`src/rtl/hazard_ctrl.sv`:
```
// hazard_ctrl: pipeline stall/flush/bubble/freeze/halt sequencing with a saturating stall counter
module hazard_ctrl #(
  parameter int REGW         = 4,
  parameter int FLUSH_CYCLES = 2,
  parameter int DRAIN_CYCLES = 3
) (
  input  logic            clk,
  input  logic            rst,
  input  logic [REGW-1:0] id_rs,
  input  logic [REGW-1:0] id_rt,
  input  logic            id_uses_rs,
  input  logic            id_uses_rt,
  input  logic            ex_memread,
  input  logic [REGW-1:0] ex_rd,
  input  logic            branch_taken,
  input  logic            halt_detect,
  input  logic            mem_busy,
  input  logic            resume,
  input  logic            clr_count,
  output logic            StopPC,
  output logic            Flush,
  output logic            Bubble,
  output logic            Freeze,
  output logic            Halt,
  output logic [15:0]     StallCount
);
  typedef enum logic [2:0] {RUN, FLUSH, MEM_WAIT, DRAIN, HALTED} state_t;
  state_t     state, state_n;
  logic [3:0] cnt, cnt_n;
  logic       lu;
  assign lu = ex_memread && ex_rd != '0 &&
              ((id_uses_rs && id_rs == ex_rd) || (id_uses_rt && id_rt == ex_rd));
  always_ff @(posedge clk or negedge rst) begin
    if (!rst) begin
      state      <= RUN;
      cnt        <= '0;
      StallCount <= '0;
    end else begin
      state      <= state_n;
      cnt        <= cnt_n;
      StallCount <= clr_count ? '0 :
                    (StopPC && state != HALTED && StallCount != 16'hFFFF) ? StallCount + 16'd1 :
                    StallCount;
    end
  end
  // MEM_WAIT with mem_busy low decodes like RUN so nothing presented that cycle is lost
  always_comb begin
    state_n = state;
    cnt_n   = cnt;
    StopPC  = 1'b0;
    Flush   = 1'b0;
    Bubble  = 1'b0;
    Freeze  = 1'b0;
    Halt    = 1'b0;
    if (rst) begin
      if (state == HALTED) begin
        Halt   = 1'b1;
        StopPC = 1'b1;
        Bubble = 1'b1;
        if (resume) state_n = RUN;
      end else if (mem_busy) begin
        StopPC = 1'b1;
        Freeze = 1'b1;
        if (state == RUN) state_n = MEM_WAIT;
      end else if (state == FLUSH) begin
        Flush   = 1'b1;
        Bubble  = 1'b1;
        state_n = cnt == '0 ? RUN : FLUSH;
        cnt_n   = cnt == '0 ? cnt : cnt - 4'd1;
      end else if (state == DRAIN) begin
        StopPC  = 1'b1;
        Bubble  = 1'b1;
        state_n = cnt == '0 ? HALTED : DRAIN;
        cnt_n   = cnt == '0 ? cnt : cnt - 4'd1;
      end else begin
        state_n = RUN;
        if (branch_taken) begin
          Flush  = 1'b1;
          Bubble = 1'b1;
          if (FLUSH_CYCLES > 1) begin
            state_n = FLUSH;
            cnt_n   = 4'(FLUSH_CYCLES - 2);
          end
        end else if (lu) begin
          StopPC = 1'b1;
          Bubble = 1'b1;
        end else if (halt_detect) begin
          StopPC  = 1'b1;
          Bubble  = 1'b1;
          state_n = DRAIN;
          cnt_n   = 4'(DRAIN_CYCLES - 1);
        end
      end
    end
  end
endmodule

```
`config.mk`:
```
export PLATFORM = sky130hd
export DESIGN_NAME = hazard_ctrl
export DESIGN_NICKNAME = d
export VERILOG_FILES = /design/src/rtl/hazard_ctrl.sv
export SDC_FILE = /design/constraint.sdc
export NUM_CORES = 1
export LEC_CHECK = 0
export CORE_MARGIN = 2
export CORE_UTILIZATION = 52
export DETAILED_ROUTE_END_ITERATION = 16
export GPL_TIMING_DRIVEN = 0
export PLACE_DENSITY = 0.86
export SYNTH_ARGS = -nofsm -noshare
export SYNTH_HDL_FRONTEND = slang
export SYNTH_SLANG_ARGS = --single-unit
```
`constraint.sdc`:
```
create_clock -name clk -period 5.7 [get_ports clk]
set_input_delay 1.14 -clock clk [delete_from_list [all_inputs] [get_ports clk]]
set_output_delay 1.14 -clock clk [all_outputs]
set_load 0.01 [all_outputs]
```
# Word-level counts from Yosys, hierarchy flattened
# Index checks and enable logic that the tools add are counted.
[word_totals]
inputBits = 22
output_inout_bits = 21
register_bits = 23
[op_classes]
n_reduce_logical = 14
addsub = 2
eq_ne = 10
n_bitwise = 2
muxes = 44
[ops]
columns = ["cell", "count"]
rows = [
  ["two-way mux 16 bit", 2],
  ["two-way mux 1 bit", 26],
  ["two-way mux 4 bit", 6],
  ["two-way mux 3 bit", 7],
  ["adder 16 x 1 -> 16 bit, second input constant", 1],
  ["!= test 16 bit, second input constant", 1],
  ["equality test 4 bit", 2],
  ["nonzero test 4 bit", 2],
  ["logical AND 1 bit", 6],
  ["two-way mux 2 bit", 3],
  ["AND reduction 5 bit", 1],
  ["zero test 4 bit", 1],
  ["!= test 4 x 2 -> 1 bit, second input constant", 1],
  ["subtractor 4 x 1 -> 4 bit, second input constant", 1],
  ["equality test 3 x 1 -> 1 bit, second input constant", 1],
  ["equality test 3 x 2 -> 1 bit, second input constant", 1],
  ["equality test 3 bit, second input constant", 1],
  ["zero test 3 bit", 1],
  ["!= test 3 x 1 -> 1 bit, second input constant", 1],
  ["!= test 3 bit, second input constant", 1],
  ["AND reduction 3 bit", 1],
  ["!= test 2 bit, second input constant", 1],
  ["NOT 1 bit", 2],
  ["nonzero test 2 bit", 1],
  ["logical OR 1 bit", 1],
]

# Longest topological paths before layout
[logic_depth]
ltp_word = 15
depth_mapped = 9
mapped_depth_nobuf = 8

# Worst setup path after synthesis
# Ideal clock, no wire load.
[synth_timing]
path_type = "input port to output port"
start = "input ex_rd[0]"
end = "output Bubble"
stages = 6
slack_ns = 2.348
n_path_buf = 0
arrival_ns = 2.212
required_time_ns = 4.560
path_cell_list = "o41a_1 > nand3_2 > nor4_2 > nor3_2 > a21oi_1 > o21a_1"
[synth_between]
elab_chain_len = 11
[synth_lines]
columns = ["item", "line", "text"]
rows = [
  ["from (decl)", "14", "input logic [REGW-1:0] ex_rd,"],
  ["equality test 4 bit", "32", "((id_uses_rs && id_rs == ex_rd) || (id_uses_rt && id_rt == ex_rd));"],
  ["logical AND 1 bit", "32", ""],
  ["logical OR 1 bit", "32", ""],
  ["logical AND 1 bit (*)", "31", "assign lu = ex_memread && ex_rd != '0 &&"],
  ["two-way mux 1 bit (*)", "84", "end else if (lu) begin"],
  ["two-way mux 1 bit (*)", "77", "if (branch_taken) begin"],
  ["two-way mux 1 bit (*)", "70", "end else if (state == DRAIN) begin"],
  ["two-way mux 1 bit (*)", "65", "end else if (state == FLUSH) begin"],
  ["two-way mux 1 bit (*)", "61", "end else if (mem_busy) begin"],
  ["two-way mux 1 bit (*)", "56", "if (state == HALTED) begin"],
  ["two-way mux 1 bit (*)", "55", "if (rst) begin"],
  ["to (decl)", "22", "output logic Bubble,"],
]
# Mark *: on every way between the ends. The rest lies on a longest branch, timed or not.

# Worst setup path after layout
# Same ends and word-level chain as after synthesis.

==> results.sh <==
export IMPL_cp_required_ns=4.56
export IMPL_finalWeightedCongestion=0.904
export IMPL_portBuffers=41
export IMPL_power_frac_clock=0.151
export IMPL_dieArea_um2=3450
export IMPL_period_share=0.775
export IMPL_die_w_um=58.8
export IMPL_ant_nets=0
export IMPL_cts_root_buf="clkbuf_4"
export IMPL_clock_latency_ns=0.32
export IMPL_power_total_mw=0.499
export IMPL_clock_sinks=23
export IMPL_routed_top_layer="met4"
export IMPL_synth_edf_count=0
export IMPL_p_sw_frac=0.380
export IMPL_arrival_ns=3.28
export IMPL_skew_ns=0.0138
export IMPL_r2r_slack_ns=3.47
export IMPL_hold_path_depth=2
export IMPL_hold_buffers=0
export IMPL_grt_start_max_net_pins=32
export IMPL_numCtsBuffers=3
export IMPL_pwr_share_comb=0.413
export IMPL_post_dp_hpwl_mm=2.81
export IMPL_p_leak_nw=0.860
export IMPL_setup_tns_ns=0
export IMPL_critPathMaxFanout=3
export IMPL_seqPwrFrac=0.435
export IMPL_grt_pass1_wl_mm=6.43
export IMPL_antenna_found_initial=0
export IMPL_ys_seq_area_frac=0.369
export IMPL_synth_area_um2=1560
export IMPL_syn_nets=197
export IMPL_cts_htree_levels=1
export IMPL_p_int_mw=0.309
export IMPL_yosysWarningCount=0
export IMPL_cts_buffer_depth=2
export IMPL_drc=1
export IMPL_layout_nets=243
export IMPL_rsz0062_at_grt="false"
export IMPL_critPathKind="input port to output port"
export IMPL_violations="DRC"
export IMPL_antenna_cells=0
export IMPL_initial_core_util=0.556
export IMPL_worstHoldStart="cnt[3]"
export IMPL_fmax_ghz=0.226
export IMPL_whs_endpoint="cnt[3]"
export IMPL_cts_setup_buffers=0
export IMPL_overflow=0
export IMPL_synth_seq_cells=23
export IMPL_wl_met2_mm=1.90
export IMPL_rows=19
export IMPL_timing_rr_end="StallCount[14]"
export IMPL_regToRegStartpoint="StallCount[0]"
export IMPL_powerDensity_nw_per_um2=246
export IMPL_synth_main_ff_cell="dfrtp_1"
export IMPL_drv_cap=0
export IMPL_dr_wl_met3_um=198
export IMPL_period_needed_ns=4.42
export IMPL_relSlewSlack=0.588
export IMPL_coreArea_um2=2810
export IMPL_num_io_pins=43
export IMPL_endpoint_kind="output port"
export IMPL_drv_slew=0
export IMPL_grt_pass1_vias=1461
export IMPL_r2r_cells=9
export IMPL_cp_start_kind="input port"
export IMPL_setup_viol=0
export IMPL_outcome="complete, but fails checks"
export IMPL_wl_per_cell_um=14.7
export IMPL_yosysUniqueCellTypes=45
export IMPL_dr_pass1_iters=10
export IMPL_post_cts_resized=0
export IMPL_async_flop_share=1.00
export IMPL_hold_viol=0
export IMPL_vias=1455
export IMPL_clk_pin_slew_ns=0.13
export IMPL_postRouteWirelength_mm=3.65
export IMPL_vdd_ir_drop_max_v=0.000150
export IMPL_cts_tree="built"
export IMPL_syn2layout_area_growth_pct=30.3
export IMPL_drt_met1_wl_mm=1.54
export IMPL_dieHeight_um=58.8
export IMPL_drive_above_1_share=0.0780
export IMPL_hp_class="flop to flop"
export IMPL_synth_cells=173
export IMPL_grtUsageTotal=0.236
export IMPL_detail_route_iter0_violations=91
export IMPL_avgSynthCellArea_um2=9.01
export IMPL_worst_slew_pin_slew_ns=0.618
export IMPL_p_sw_mw=0.190
export IMPL_vias_per_cell=5.84
[flip-flops by register name, indices dropped and copies added (netlist names)]
name / flops
cnt: 4
state: 3
StallCount: 16
[stage by stage]
step	setup slack, ns	utilization	cell area, um2	instances	hold slack, ns
3_5_place_dp	0.750	0.716	2010	245	0.517
3_3_place_gp	0.816	0.716	2010	245	0.505
6_report	1.28	0.724	2030	249	0.544
5_1_grt	1.19	0.724	2030	249	0.583
4_1_cts	0.740	0.726	2040	249	0.547
2_1_floorplan	2.35	-	1560	173	0.475
[cell usage after synthesis, types with 2 or more instances]
library cell	count	area (um2)
mux2_1	9	101
dfrtp_1	23	576
nand2b_1	2	12.5
inv_1	7	26.3
mux2i_1	2	20.0
nor4_2	2	25.0
a21oi_1	9	45.0
nand2_1	11	41.3
xnor2_1	3	26.3
o21ai_0	6	30.0
nand3_1	8	40.0
buf_6	2	22.5
ha_1	2	25.0
clkbuf_1	3	11.3
nand4_1	6	37.5
nand3b_1	3	22.5
nor3_1	4	20.0
nor2b_1	13	81.3
nor2_1	20	75.1
xor2_1	6	52.6
a21bo_1	3	30.0
and3_1	5	31.3
a211oi_2	2	25.0
[final cells by class]
class / instances / area [um2]
sequential: 23 / 576
clock buffer: 3 / 22.5
buffer: 6 / 38.8
fill: 219 / 774
clock inverter: 1 / 5.00
timing repair buffer: 41 / 405
tap: 31 / 38.8
inverter: 7 / 26.3
multi-input combinational: 137 / 918
[layer usage]
layer,vias to the layer above,track usage
met5,-,0
met4,0,0.0519
met3,2,0.0374
met2,47,0.424
met1,695,0.296
li1,711,-
[power groups by stage]
stage | Combinational (mW) | Sequential [mW] | Clock (mW)
floorplan | 0.138 | 0.215 | 0
detailed placement | 0.204 | 0.220 | 0
CTS | 0.205 | 0.217 | 0.0769
finish | 0.206 | 0.217 | 0.0756
global route | 0.231 | 0.222 | 0.0826
global placement | 0.195 | 0.218 | 0
[layout by cell type, fill, tap and decap left out, types with 2 or more instances in the layout]
| cell type | n |
|---|---|
| clkdlybuf4s50_1 | 40 |
| dfrtp_1 | 23 |
| nor2_1 | 20 |
| nor2b_1 | 13 |
| nand2_1 | 11 |
| a21oi_1 | 9 |
| mux2_1 | 9 |
| nand3_1 | 8 |
| inv_1 | 7 |
| xor2_1 | 6 |
| o21ai_0 | 6 |
| nand4_1 | 6 |
| and3_1 | 5 |
| nor3_1 | 4 |
| xnor2_1 | 3 |
| clkbuf_1 | 3 |
| a21bo_1 | 3 |
| nand3b_1 | 3 |
| clkbuf_4 | 3 |
| buf_2 | 2 |
| nor4_2 | 2 |
| a211oi_2 | 2 |
| nand2b_1 | 2 |
| mux2i_1 | 2 |
| buf_6 | 2 |
| ha_1 | 2 |
[cells by family (layout without fill, tap and decap cells)]
logic type               after synthesis  in the layout  share of synthesized area
flip-flops                            23             23                      0.369
adder cells (fa/ha/maj)                2              2                     0.0160
buffers and inverters                 13             58                     0.0417
multiplexers                          12             12                     0.0851
AO/OA/AOI/OAI                         32             32                      0.148
AND/OR/NAND/NOR                       82             82                      0.289
XOR/XNOR                               9              9                     0.0506
[critical path: stages]
cell,delay (ns)
clkdlybuf4s50_1,0.47
o41a_1,0.48
nand3_2,0.09
nor4_2,0.05
nor3_2,0.26
a21oi_1,0.12
o21a_1,0.19
clkdlybuf4s50_1,0.47
[worst max path at each step]
stage,to,from,slack [ns],cells after the start
after floorplan,Bubble,ex_rd[0],2.35,6
after global placement,Flush,rst,0.82,5
after detailed placement,Flush,rst,0.75,5
after CTS,Flush,rst,0.74,5
after global routing,Bubble,ex_rd[0],1.19,8
final,Bubble,ex_rd[0],1.28,8
No activity file was read; power rests on OpenSTA's default activity.
